File: src/rtl/ksa_if.sv
// ARC4 key-scheduling bus: en/rdy start handshake, secret key and single-port S-memory port.
// master drives requests and read data; slave is the ksa engine.
interface ksa_if #(
  parameter int unsigned KEY_BYTES = 3
);
  logic                   en;
  logic                   rdy;
  logic [8*KEY_BYTES-1:0] key;
  logic [7:0]             addr;
  logic [7:0]             rddata;
  logic [7:0]             wrdata;
  logic                   wren;

  modport master (
    output en, key, rddata,
    input  rdy, addr, wrdata, wren
  );

  modport slave (
    input  en, key, rddata,
    output rdy, addr, wrdata, wren
  );
endinterface

File: src/rtl/ksa.sv
// ARC4 key scheduling: permutes the 256-byte S memory in place using the latched key.
// Define KSA_DBG_EN to add the dbg_i/dbg_j/dbg_state observation outputs.
module ksa #(
  parameter int unsigned KEY_BYTES = 3
) (
  input  logic       clk,
  input  logic       rst_n,
  ksa_if.slave       bus
`ifdef KSA_DBG_EN
  ,
  output logic [7:0] dbg_i,
  output logic [7:0] dbg_j,
  output logic [3:0] dbg_state
`endif
);

  localparam int unsigned KidxW = (KEY_BYTES > 1) ? $clog2(KEY_BYTES) : 1;

  typedef enum logic [3:0] {
    StIdle = 4'd0,
    StRdi  = 4'd1,
    StWti  = 4'd2,
    StCj   = 4'd3,
    StRdj  = 4'd4,
    StWtj  = 4'd5,
    StLj   = 4'd6,
    StWrj  = 4'd7,
    StWri  = 4'd8
  } state_e;

  state_e                 state_q, state_d;
  logic [7:0]             i_q, i_d;
  logic [7:0]             j_q, j_d;
  logic [KidxW-1:0]       kidx_q, kidx_d;
  logic [8*KEY_BYTES-1:0] key_q, key_d;
  logic [7:0]             si_q, si_d;
  logic [7:0]             sj_q, sj_d;
  logic [7:0]             addr_q, wrdata_q;
  logic [7:0]             addr, wrdata;
  logic                   wren;
  logic [7:0]             key_byte;

  // Key byte 0 is the most significant byte of the key.
  always_comb begin
    key_byte = '0;
    for (int unsigned b = 0; b < KEY_BYTES; b++) begin
      if (kidx_q == KidxW'(b)) key_byte = key_q[8*(KEY_BYTES-1-b) +: 8];
    end
  end

  always_comb begin
    state_d = state_q;
    i_d     = i_q;
    j_d     = j_q;
    kidx_d  = kidx_q;
    key_d   = key_q;
    si_d    = si_q;
    sj_d    = sj_q;
    // addr/wrdata hold their last value in states that do not drive them
    addr    = addr_q;
    wrdata  = wrdata_q;
    wren    = 1'b0;
    unique case (state_q)
      StIdle: begin
        if (bus.en) begin
          key_d   = bus.key;
          i_d     = '0;
          j_d     = '0;
          kidx_d  = '0;
          state_d = StRdi;
        end
      end
      StRdi: begin
        addr    = i_q;
        state_d = StWti;
      end
      StWti: begin
        addr    = i_q;
        state_d = StCj;
      end
      StCj: begin
        si_d    = bus.rddata;
        j_d     = j_q + bus.rddata + key_byte;
        state_d = StRdj;
      end
      StRdj: begin
        addr    = j_q;
        state_d = StWtj;
      end
      StWtj: begin
        addr    = j_q;
        state_d = StLj;
      end
      StLj: begin
        sj_d    = bus.rddata;
        state_d = StWrj;
      end
      StWrj: begin
        addr    = j_q;
        wrdata  = si_q;
        wren    = 1'b1;
        state_d = StWri;
      end
      StWri: begin
        addr    = i_q;
        wrdata  = sj_q;
        wren    = 1'b1;
        i_d     = i_q + 8'd1;
        kidx_d  = (kidx_q == KidxW'(KEY_BYTES - 1)) ? '0 : kidx_q + KidxW'(1);
        state_d = (i_q == 8'hFF) ? StIdle : StRdi;
      end
      default: state_d = StIdle;
    endcase
  end

  always_ff @(posedge clk or negedge rst_n) begin
    if (!rst_n) begin
      state_q  <= StIdle;
      i_q      <= '0;
      j_q      <= '0;
      kidx_q   <= '0;
      key_q    <= '0;
      si_q     <= '0;
      sj_q     <= '0;
      addr_q   <= '0;
      wrdata_q <= '0;
    end else begin
      state_q  <= state_d;
      i_q      <= i_d;
      j_q      <= j_d;
      kidx_q   <= kidx_d;
      key_q    <= key_d;
      si_q     <= si_d;
      sj_q     <= sj_d;
      addr_q   <= addr;
      wrdata_q <= wrdata;
    end
  end

  assign bus.rdy    = (state_q == StIdle);
  assign bus.addr   = addr;
  assign bus.wrdata = wrdata;
  assign bus.wren   = wren;

`ifdef KSA_DBG_EN
  assign dbg_i     = i_q;
  assign dbg_j     = j_q;
  assign dbg_state = state_q;
`endif

endmodule

File: src/flat_wrapper.sv
// flat-port wrapper written by rule: the top's interface ports become plain ports
module ksa_flat 
#(
  parameter int unsigned KEY_BYTES = 3
)
  (clk, rst_n, bus_en, bus_key, bus_rddata, bus_rdy, bus_addr, bus_wrdata, bus_wren);
  ksa_if #(.KEY_BYTES(KEY_BYTES)) bus_i ();
  input  logic clk;
  input  logic rst_n;
  input wire logic [$bits(bus_i.en)-1:0] bus_en;
  input wire logic [$bits(bus_i.key)-1:0] bus_key;
  input wire logic [$bits(bus_i.rddata)-1:0] bus_rddata;
  output wire logic [$bits(bus_i.rdy)-1:0] bus_rdy;
  output wire logic [$bits(bus_i.addr)-1:0] bus_addr;
  output wire logic [$bits(bus_i.wrdata)-1:0] bus_wrdata;
  output wire logic [$bits(bus_i.wren)-1:0] bus_wren;
  assign bus_i.en = bus_en;
  assign bus_i.key = bus_key;
  assign bus_i.rddata = bus_rddata;
  assign bus_rdy = bus_i.rdy;
  assign bus_addr = bus_i.addr;
  assign bus_wrdata = bus_i.wrdata;
  assign bus_wren = bus_i.wren;
  ksa #(.KEY_BYTES(KEY_BYTES)) u_core (.clk(clk), .rst_n(rst_n), .bus(bus_i));
endmodule
File: config.mk
export PLATFORM = sky130hd
export DESIGN_NAME = ksa_flat
export DESIGN_NICKNAME = d
export VERILOG_FILES = /design/src/rtl/ksa_if.sv /design/src/rtl/ksa.sv /design/src/flat_wrapper.sv
export SDC_FILE = /design/constraint.sdc
export NUM_CORES = 1
export LEC_CHECK = 0
export CORE_MARGIN = 4
export CORE_UTILIZATION = 41
export DETAILED_ROUTE_END_ITERATION = 10
export DONT_BUFFER_PORTS = 1
export SLEW_MARGIN = 20
export SYNTH_ARGS = -nofsm -noshare
export SYNTH_HDL_FRONTEND = slang
export SYNTH_SLANG_ARGS = --single-unit
File: constraint.sdc
create_clock -name clk -period 6 [get_ports clk]
set_clock_uncertainty 0.1 [all_clocks]
set_input_delay 1.2 -clock clk [delete_from_list [all_inputs] [get_ports clk]]
set_output_delay 1.2 -clock clk [all_outputs]
set_load 0.02 [all_outputs]
==> results of run 1 <==
-- power groups by stage --
stage          Combinational (mW)  Clock [mW]  Sequential [mW]
2_1_floorplan                1.11           0            0.853
3_3_place_gp                 1.20           0            0.945
3_5_place_dp                 1.23           0            0.949
4_1_cts                      1.23       0.445            0.939
5_1_grt                      1.37       0.469            0.969
6_report                     1.21       0.430            0.939
-- sequential cells by signal (all words and copies together) (netlist names) --
name             count
u_core.addr_q        8
u_core.sj_q          8
u_core.kidx_q        2
u_core.key_q        24
u_core.state_q       4
u_core.j_q           8
u_core.wrdata_q      8
u_core.si_q          8
u_core.i_q           8
-- through the flow --
stage	hold WS, ns	worst slack [ns]	total power [mW]
floorplan	0.351	2.88	1.96
global placement	0.370	2.74	2.14
detailed placement	0.372	2.69	2.17
CTS	0.392	2.41	2.62
global route	0.407	2.27	2.81
finish	0.387	2.45	2.58
-- cells in the mapped netlist (2+ instances only) --
cell | n | area [um2]
ha_1 | 7 | 87.6
clkbuf_1 | 3 | 11.3
buf_6 | 5 | 56.3
nor2_1 | 19 | 71.3
nor2b_1 | 2 | 12.5
nand2_4 | 2 | 22.5
a21oi_1 | 9 | 45.0
buf_2 | 8 | 40.0
dfrtp_1 | 78 | 1950
fa_1 | 8 | 160
mux2i_1 | 10 | 100
mux2_2 | 14 | 158
nand2_1 | 50 | 188
a21o_1 | 2 | 15.0
nand3_1 | 9 | 45.0
mux2_4 | 20 | 300
nor2_2 | 2 | 12.5
xor2_1 | 3 | 26.3
nor3_1 | 3 | 15.0
a22oi_1 | 16 | 120
inv_1 | 32 | 120
a31oi_1 | 4 | 25.0
o21ai_0 | 26 | 130
nand4_1 | 2 | 12.5
xnor2_1 | 6 | 52.6
-- layout make-up --
type / instances / area [um2]
Clock buffer: 11 / 131
Clock inverter: 5 / 81.3
Fill cell: 908 / 5120
Inverter: 32 / 120
Multi-Input combinational cell: 236 / 1810
Sequential cell: 78 / 1950
Tap cell: 129 / 161
-- worst max-delay path, stage by stage (launching register included) --
cell and delay (ns):
dfrtp_1 0.65, nor3_2 0.11, and2_1 0.38, nor2_2 0.43, nand2_1 0.11, nand2_1 0.21
-- kinds of logic after synthesis --
kind of cell             count (synthesis)  share of synthesized area [%]
AND/OR/NAND/NOR                        101                           12.7
buffers and inverters                   49                           5.80
multiplexers                            44                           14.0
flip-flops                              78                           48.9
adder cells (fa/ha/maj)                 15                           6.21
XOR/XNOR                                 9                           1.98
AO/OA/AOI/OAI                           67                           10.4
-- final timing paths --
kind                       cells past startpoint                             to
setup / recovery                               5                  bus_wrdata[0]
hold / removal                                 2     u_core.si_q[1]$_DFFE_PN0P_
setup reg to reg                              12      u_core.j_q[7]$_DFFE_PN0P_
hold reg to reg                                2     u_core.si_q[1]$_DFFE_PN0P_
max in group asynchronous                      0      u_core.j_q[1]$_DFFE_PN0P_
min in group asynchronous                      0  u_core.state_q[0]$_DFFE_PN0P_
-- metal layers --
layer / GRT usage, % / wire [um] / vias up
li1: - / - / 1218
met1: 19.7 / 3660 / 1176
met2: 23.8 / 3700 / 40
met3: 5.12 / 483 / 9
met4: 4.66 / 104 / 0
met5: 0 / 0 / -
==> metrics.txt, run 1 <==
final WL about 7.9 mm; status finished clean; most frequent cells in the layout 78 x dfrtp_1, 50 x nand2_1, 32 x inv_1, 26 x o21ai_0, 20 x mux2_4; ys async rst share 100%; worst path required time ~4.7 ns; Synthesized Nets 413; commonest non-fill, non-tap cell in the layout dfrtp_1; Core Rows 35; final net count just over 400; R2R Setup Slk 2.69 ns; Min-Delay Startpoint u_core.si_q[1]$_DFFE_PN0P_; unrepaired setup endpoints after global routing false; Sw Pwr 1.04 mW; Yosys warning count 0; wire per inst 16.2 um; worst-case clock buffer depth 2; initial antenna violation count 0; Die Ht 107 um; LEAKAGE 2.05 nW; Placed Area 4040 um2; Ant. Diodes 0; all-layer global routing usage 15.1%; H-tree Lvls 3; Internal between 1.5 and 2 mW; critical path class reg2out; TritonCTS Buffers 9; Worst Max-Slew Pin Slew 0.991 ns; worst min path class reg2reg; Max Freq 282 MHz; Post-synth EDFFs 0; CTS tree yes; final setup fails 0; first-pass GRT wire length 13.4 mm; share of cells above drive strength 1 16.9%; synthesized area 3990 um2; Worst-path clk slew roughly 0.08 ns; Setup TNS Final 0 ns; critical path startpoint u_core.state_q[1]$_DFFE_PN0P_; final RePlAce weighted congestion between 0.7 and 0.8; Worst Setup End Kind output pin; fin crit share between 50% and 60%; Syn Area/Cell 11.0 um2; Pins Over Slew Limit 0; Slew HR 33.9%; Die W 107 um; Remaining Overflow, GRT 0; Remaining DRCs 0; Pre-antenna DRT Iters 5; post-synthesis cell type count 48; Hold Buf Count CTS 0; VDD IR max 0.231 mV; IO Port Bufs 0; Max FO, Critical Path 15; Main synth FF type dfrtp_1; largest net degree at the start of global routing 79; Syn Inst Count 363; DR iter-0 viols 156; vias in the first global route 2589; Die Footprint between 10000 and 15000 um2; minimum clock period ~3.5 ns; Clk Latency, worst-skew pair 0.34 ns; register area share after synthesis between 40 and 50%; Gate power share 47.0%; CP Launch Type flop; area delta synth->final 6.59%; post-route cell area 4250 um2; Switching Share 40.4%; clock share of power 16.7%; Finished Layout Cells just under 500; Routed Antenna Nets 0; initial core utilization 42.6%; worst r2r src u_core.kidx_q[1]$_DFFE_PN0P_; detail-routed via count per cell 4.98; Sequential Power Share 36.4%; Final Hold Fails 0; Post CTS Setup Buffer Count 0; # IOs 53; Root Buffer clkbuf_8; Power Dens Cells 607 nW/um2; Critical Path AT 2.25 ns; hpwl dp 5.66 mm; synthesis-stage register bit count ~80; Resize count post-CTS 0; clock sinks 78; dpl cells around 480; core footprint 9370 um2; via count roughly 2400; post-layout util 45.4%; max-cap violation count 0
Power figures use the tool's default switching activity.
==> inputs of run 2 (changes only) <==
==> constraint.sdc (replaced) <==
create_clock -name clk -period 3.3 [get_ports clk]
set_clock_uncertainty 0.1 [all_clocks]
set_input_delay 0.66 -clock clk [delete_from_list [all_inputs] [get_ports clk]]
set_output_delay 0.66 -clock clk [all_outputs]
set_load 0.02 [all_outputs]
==> run 2 against run 1 <==
  * Core utilization increased by 0.63 points
  * Clock power up 80%
  * Final area up 1.4%
  * Sequential share of layout area decreased by 0.63 points
  * Critical endpoint unchanged
  * Flip-flop and latch count is the same
  * Largest cell class unchanged
  * Non-clock buffer count is 5 higher
  * First-iteration DRC count fell by 30%
  * Routed wire length rose by 0.63%
  * Sequential power grew 80%
  * Setup slack got worse by 2.1 ns
  * Critical path depth unchanged
  * Power increased by 83%
==> metrics.txt, run 2 (synthesis results as in run 1) <==
minimum clock period 2.96 ns; Ant. Diodes 0 (unchanged); Worst Setup End Kind output pin (unchanged); commonest non-fill, non-tap cell in the layout dfrtp_1 (unchanged); Slowest Stage Delay on Critical Path 0.66 ns (was 0.65 ns); Resize count post-CTS 0 (unchanged); critical path class reg2out (unchanged); Sw Pwr 1.90 mW (was 1.04 mW); Critical Path, Cell by Cell nor3_2 > and2_1 > nor2_2 > nand2_1 > nand2_1 (unchanged); H-tree Lvls 3 (unchanged); Routed Antenna Nets 0 (unchanged); CTS tree yes (unchanged); final WL 8.00 mm (was 7.95 mm); TritonCTS Buffers 9 (unchanged); wire per inst 16.1 um (was 16.2 um); critical path buffer and inverter count 0 (unchanged); share of cells above drive strength 1 18.3% (was 16.9%); crit-path most repeated cell nand2_1 (unchanged); fin crit share 89.7%; Die Ht 107 um (unchanged); vias in the first global route 2686 (was 2589); Gate power share 47.7% (was 47.0%); final setup fails 0 (unchanged); clock share of power 16.4% (was 16.7%); largest net degree at the start of global routing 79 (unchanged); initial antenna violation count 0 (unchanged); Placed Area 4070 um2 (was 4040 um2); Sequential Power Share 35.9% (was 36.4%); all-layer global routing usage 15.2% (was 15.1%); reg-to-reg critical path endpoint u_core.j_q[7]$_DFFE_PN0P_ (unchanged); Die W 107 um (unchanged); Max FO, Critical Path 11 (was 15); max reg flops 24 (unchanged); core footprint 9370 um2 (unchanged); LEAKAGE 2.08 nW (was 2.05 nW); unrepaired setup endpoints after global routing false (unchanged); Pre-antenna DRT Iters 4 (was 5); VDD IR max 0.462 mV (was 0.231 mV); clock sinks 78 (unchanged); Pins Over Slew Limit 0 (unchanged); status finished clean (unchanged); Remaining Overflow, GRT 0 (unchanged); Power Dens Cells 1090 nW/um2 (was 607 nW/um2); Final Hold Fails 0 (unchanged); R2R Setup Slk 0.41 ns (was 2.69 ns); Fillers 912 (was 908); post-route cell area 4310 um2 (was 4250 um2); Hold Buf Count CTS 1 (was 0); area delta synth->final 8.06% (was 6.59%); Clk Latency, worst-skew pair 0.35 ns (was 0.34 ns); worst path required time 2.54 ns (was 4.70 ns); Root Buffer clkbuf_8 (unchanged); final RePlAce weighted congestion 0.857 (was 0.773); Setup TNS Final 0 ns (unchanged); via count 2541 (was 2443); Slew HR 35.6% (was 33.9%); Critical Path AT 2.20 ns (was 2.25 ns); first-pass GRT wire length 13.6 mm (was 13.4 mm); worst-case clock buffer depth 2 (unchanged); IO Port Bufs 0 (unchanged); worst min path class in2async (was reg2reg); Remaining DRCs 0 (unchanged); Max Freq 338 MHz; Internal 2.81 mW (was 1.54 mW); Switching Share 40.4% (about the same); max-cap violation count 0 (unchanged); Die Footprint 11400 um2 (unchanged); DR iter-0 viols 109 (was 156); Worst-path clk slew 0.08 ns (about the same); slowest stage cell, crit path dfrtp_1 (unchanged); CP Launch Type flop (unchanged); worst r2r src u_core.kidx_q[1]$_DFFE_PN0P_ (unchanged); detail-routed via count per cell 5.12 (was 4.98); initial core utilization 42.6% (unchanged); Worst Max-Slew Pin Slew 0.965 ns (was 0.991 ns); Largest Register u_core.key_q (unchanged); final net count 412 (was 407); hpwl dp 5.70 mm (was 5.66 mm); FF-to-FF path depth 12 (unchanged); cell family with most CP delay simple AND/OR/NAND/NOR gates (unchanged); # IOs 53 (unchanged); most frequent cells in the layout 78 x dfrtp_1, 50 x nand2_1, 32 x inv_1, 26 x o21ai_0, 20 x mux2_4 (unchanged); Core Rows 35 (unchanged); Post CTS Setup Buffer Count 0 (unchanged)
[run 2: changes by cell type in the layout (fill, tap and decap cells not counted)]
cell      before  now
buf_16         0    1
buf_4          0    4
clkbuf_1       2    1
clkinv_2       1    2
clkinv_4       0    1
inv_6          1    0
[run 2: layer usage]
layer / routed length, um / part of all wire (%) / track usage [%]
met5: 0 / 0 / 0
met1: 3480 / 43 / 19.0
met2: 3950 / 49 / 24.8
met4: 116 / 1.5 / 5.48
met3: 453 / 5.7 / 5.00
[run 2: cell type report]
type | count | area [um2] | area share (%)
well taps | 129 | 161 | 3.74
clock inverters | 6 | 86.3 | 2.00
clock buffers | 10 | 128 | 2.96
multi-input cells | 236 | 1810 | 41.9
flip-flops and latches | 78 | 1950 | 45.3
repair buffers | 5 | 57.6 | 1.34
inverters | 32 | 120 | 2.79
[run 2: how the worst max path moves through the flow]
stage | start | to | depth (start not counted) | slack [ns]
after CTS | u_core.state_q[1]$_DFFE_PN0P_ | bus_wrdata[0] | 5 | 0.29
after detailed placement | u_core.kidx_q[1]$_DFFE_PN0P_ | u_core.j_q[7]$_DFFE_PN0P_ | 12 | 0.42
after global placement | u_core.kidx_q[1]$_DFFE_PN0P_ | u_core.j_q[7]$_DFFE_PN0P_ | 12 | 0.45
after floorplan | u_core.kidx_q[1]$_DFFE_PN0P_ | u_core.j_q[7]$_DFFE_PN0P_ | 14 | 0.52
after global routing | u_core.state_q[1]$_DFFE_PN0P_ | bus_wrdata[0] | 5 | 0.16
final | u_core.state_q[1]$_DFFE_PN0P_ | bus_wrdata[0] | 5 | 0.34
[run 2: power by group through the flow]
stage	Combinational, mW	Clock (mW)	Sequential [mW]
after CTS	2.29	0.798	1.69
after detailed placement	2.26	0	1.71
after floorplan	2.02	0	1.55
final	2.25	0.773	1.69
after global routing	2.55	0.829	1.75
after global placement	2.21	0	1.70
[run 2: metrics by stage]
stage	util [%]	hold WS (ns)	setup WS, ns	total power [mW]	instances
after floorplan	-	0.264	0.519	3.57	363
after global placement	43.4	0.270	0.451	3.92	479
after detailed placement	43.4	0.270	0.416	3.97	479
after CTS	46.0	0.105	0.294	4.78	496
after global routing	46.0	0.116	0.164	5.13	496
final	46.0	0.0714	0.339	4.72	496
[run 2: worst reg2reg max path: stages (launching register included)]
cell     delay, ns
dfrtp_1       0.42
buf_4         0.21
mux2i_1       0.19
nor2_1        0.06
a21oi_1       0.20
fa_1          0.45
inv_1         0.07
ha_1          0.25
nor2b_1       0.15
o31a_1        0.25
o22ai_1       0.16
xnor2_1       0.13
o21ai_0       0.08
==> inputs of run 3 (changes only) <==
--- a/config.mk
+++ b/config.mk
@@ -9,7 +9,7 @@
 export CORE_UTILIZATION = 41
 export DETAILED_ROUTE_END_ITERATION = 10
 export DONT_BUFFER_PORTS = 1
-export SLEW_MARGIN = 20
+export SLEW_MARGIN = 40
 export SYNTH_ARGS = -nofsm -noshare
 export SYNTH_HDL_FRONTEND = slang
 export SYNTH_SLANG_ARGS = --single-unit
==> run 3 against run 2 <==
  * Register-to-register slack barely moved
  * Via count about the same
  * Non-clock buffer count unchanged
  * Sequential share of layout area hardly changed
  * Maximum frequency rose by 0.39%
  * Routed wire length shrank 0.21%
  * Clock-buffer cell count did not move
  * Hold slack better by 0.010 ns
  * Critical path depth is the same
==> metrics.txt, run 3 (synthesis results as in run 1) <==
reg-to-reg critical path endpoint u_core.j_q[7]$_DFFE_PN0P_ (unchanged); initial core utilization 42.6% (unchanged); Max Freq 339 MHz (was 338 MHz); Pins Over Slew Limit 0 (unchanged); post-route cell area 4310 um2 (about the same); critical path class reg2out (unchanged); Routed Antenna Nets 0 (unchanged); area delta synth->final 8.09% (was 8.06%); largest net degree at the start of global routing 79 (unchanged); Die W 107 um (unchanged); clock sinks 78 (unchanged); core footprint 9370 um2 (unchanged); Remaining Overflow, GRT 0 (unchanged); worst-case clock buffer depth 2 (unchanged); Reg area 1950 um2 (unchanged); most frequent cells in the layout 78 x dfrtp_1, 50 x nand2_1, 32 x inv_1, 26 x o21ai_0, 20 x mux2_4 (unchanged); H-tree Lvls 3 (unchanged); initial antenna violation count 0 (unchanged); Worst Max-Slew Pin Slew 0.639 ns (was 0.965 ns); Max FO, Critical Path 11 (unchanged); vias in the first global route 2686 (unchanged); Die Ht 107 um (unchanged); Worst-path clk slew 0.08 ns (about the same); CTS tree yes (unchanged); Core Rows 35 (unchanged); IO Port Bufs 0 (unchanged); all-layer global routing usage 15.2% (about the same); Finished Layout Cells 496 (unchanged); Worst Setup End Kind output pin (unchanged); Power Dens Cells 1100 nW/um2 (was 1090 nW/um2); final net count 412 (unchanged); share of cells above drive strength 1 18.5% (was 18.3%); Remaining DRCs 0 (unchanged); detail-routed via count per cell 5.12 (about the same); final WL 7.98 mm (was 8.00 mm); worst r2r src u_core.kidx_q[1]$_DFFE_PN0P_ (unchanged); CP Launch Type flop (unchanged); TritonCTS Buffers 9 (unchanged); Critical Path AT 2.19 ns (was 2.20 ns); Fillers 908 (was 912); Post CTS Setup Buffer Count 0 (unchanged); wire per inst 16.1 um (about the same); first-pass GRT wire length 13.6 mm (unchanged); Clk Latency, worst-skew pair 0.35 ns (about the same); fin crit share 89.4% (was 89.7%); max reg flops 24 (unchanged); status finished clean (unchanged); area of the multi-input gates 1810 um2 (about the same); max-cap violation count 0 (unchanged); # IOs 53 (unchanged); Final Hold Fails 0 (unchanged); unrepaired setup endpoints after global routing false (unchanged); minimum clock period 2.95 ns (was 2.96 ns); VDD IR max 0.492 mV (was 0.462 mV); Root Buffer clkbuf_8 (unchanged); FF-to-FF path depth 12 (unchanged); Placed Area 4070 um2 (about the same); Ant. Diodes 0 (unchanged); Pre-antenna DRT Iters 4 (unchanged); Largest Register u_core.key_q (unchanged); LEAKAGE 2.08 nW (about the same); Slew HR 57.1% (was 35.6%); hpwl dp 5.71 mm (was 5.70 mm); R2R Setup Slk 0.42 ns (was 0.41 ns); final setup fails 0 (unchanged); commonest non-fill, non-tap cell in the layout dfrtp_1 (unchanged); Setup TNS Final 0 ns (unchanged); final RePlAce weighted congestion 0.857 (unchanged); DR iter-0 viols 104 (was 109); worst path required time 2.54 ns (about the same); worst min path class in2async (unchanged); Die Footprint 11400 um2 (unchanged); dpl cells 479 (unchanged); via count 2540 (was 2541)
[run 3: cell types whose count changed in the layout (fill, tap and decap cells not counted)]
cell	before	now
or3_2	0	1
or3_1	1	0
[run 3: cell type report]
cell class                 count  area share [%]
clock inverter                 6            2.00
clock buffer                  10            2.96
inverter                      32            2.79
multi-input combinational    236            41.9
tap                          129            3.74
timing repair buffer           5            1.33
sequential                    78            45.3
[run 3: critical path, cell delays in order (launching register included)]
cell,delay (ns)
dfrtp_1,0.65
nor3_2,0.11
and2_1,0.35
nor2_2,0.41
nand2_1,0.10
nand2_1,0.21
[run 3: what timing repair did]
| item | CTS | global route |
|---|---|---|
| hold buffers | 1 | 0 |
| endpoints found under the hold margin | 78 | 0 |
| gates resized for setup | 0 | 0 |
[run 3: through the flow]
| step | setup WS, ns | hold slack (ns) | util (%) | total power [mW] |
|---|---|---|---|---|
| floorplan | 0.519 | 0.264 | - | 3.57 |
| CTS | 0.302 | 0.102 | 46.0 | 4.79 |
| global route | 0.142 | 0.112 | 46.0 | 5.13 |
| detailed placement | 0.426 | 0.270 | 43.4 | 3.98 |
| global placement | 0.451 | 0.270 | 43.4 | 3.92 |
| finish | 0.351 | 0.0814 | 46.0 | 4.73 |
[run 3: metal layers]
layer,track usage (%),share of wire [%],vias to the layer above
li1,-,-,1231
met1,19.2,44,1251
met2,24.6,49,46
met3,5.66,5.7,12
met4,4.38,1.3,0
met5,0,0,-
[run 3: power breakdown]
part           internal, mW  total [mW]  switching (mW)  leakage [nW]
combinational          1.02        2.26            1.24         0.999
clock                 0.425       0.772           0.347         0.106
sequential             1.37        1.69           0.322         0.978
total                  2.81        4.73            1.91          2.08
[run 3: worst max-delay path by stage]
stage	from	endpoint	slack, ns	cells past startpoint
after global routing	u_core.state_q[1]$_DFFE_PN0P_	bus_wrdata[0]	0.14	5
final	u_core.state_q[1]$_DFFE_PN0P_	bus_wrdata[0]	0.35	5
after detailed placement	u_core.kidx_q[1]$_DFFE_PN0P_	u_core.j_q[7]$_DFFE_PN0P_	0.43	12
after floorplan	u_core.kidx_q[1]$_DFFE_PN0P_	u_core.j_q[7]$_DFFE_PN0P_	0.52	14
after global placement	u_core.kidx_q[1]$_DFFE_PN0P_	u_core.j_q[7]$_DFFE_PN0P_	0.45	12
after CTS	u_core.state_q[1]$_DFFE_PN0P_	bus_wrdata[0]	0.30	5
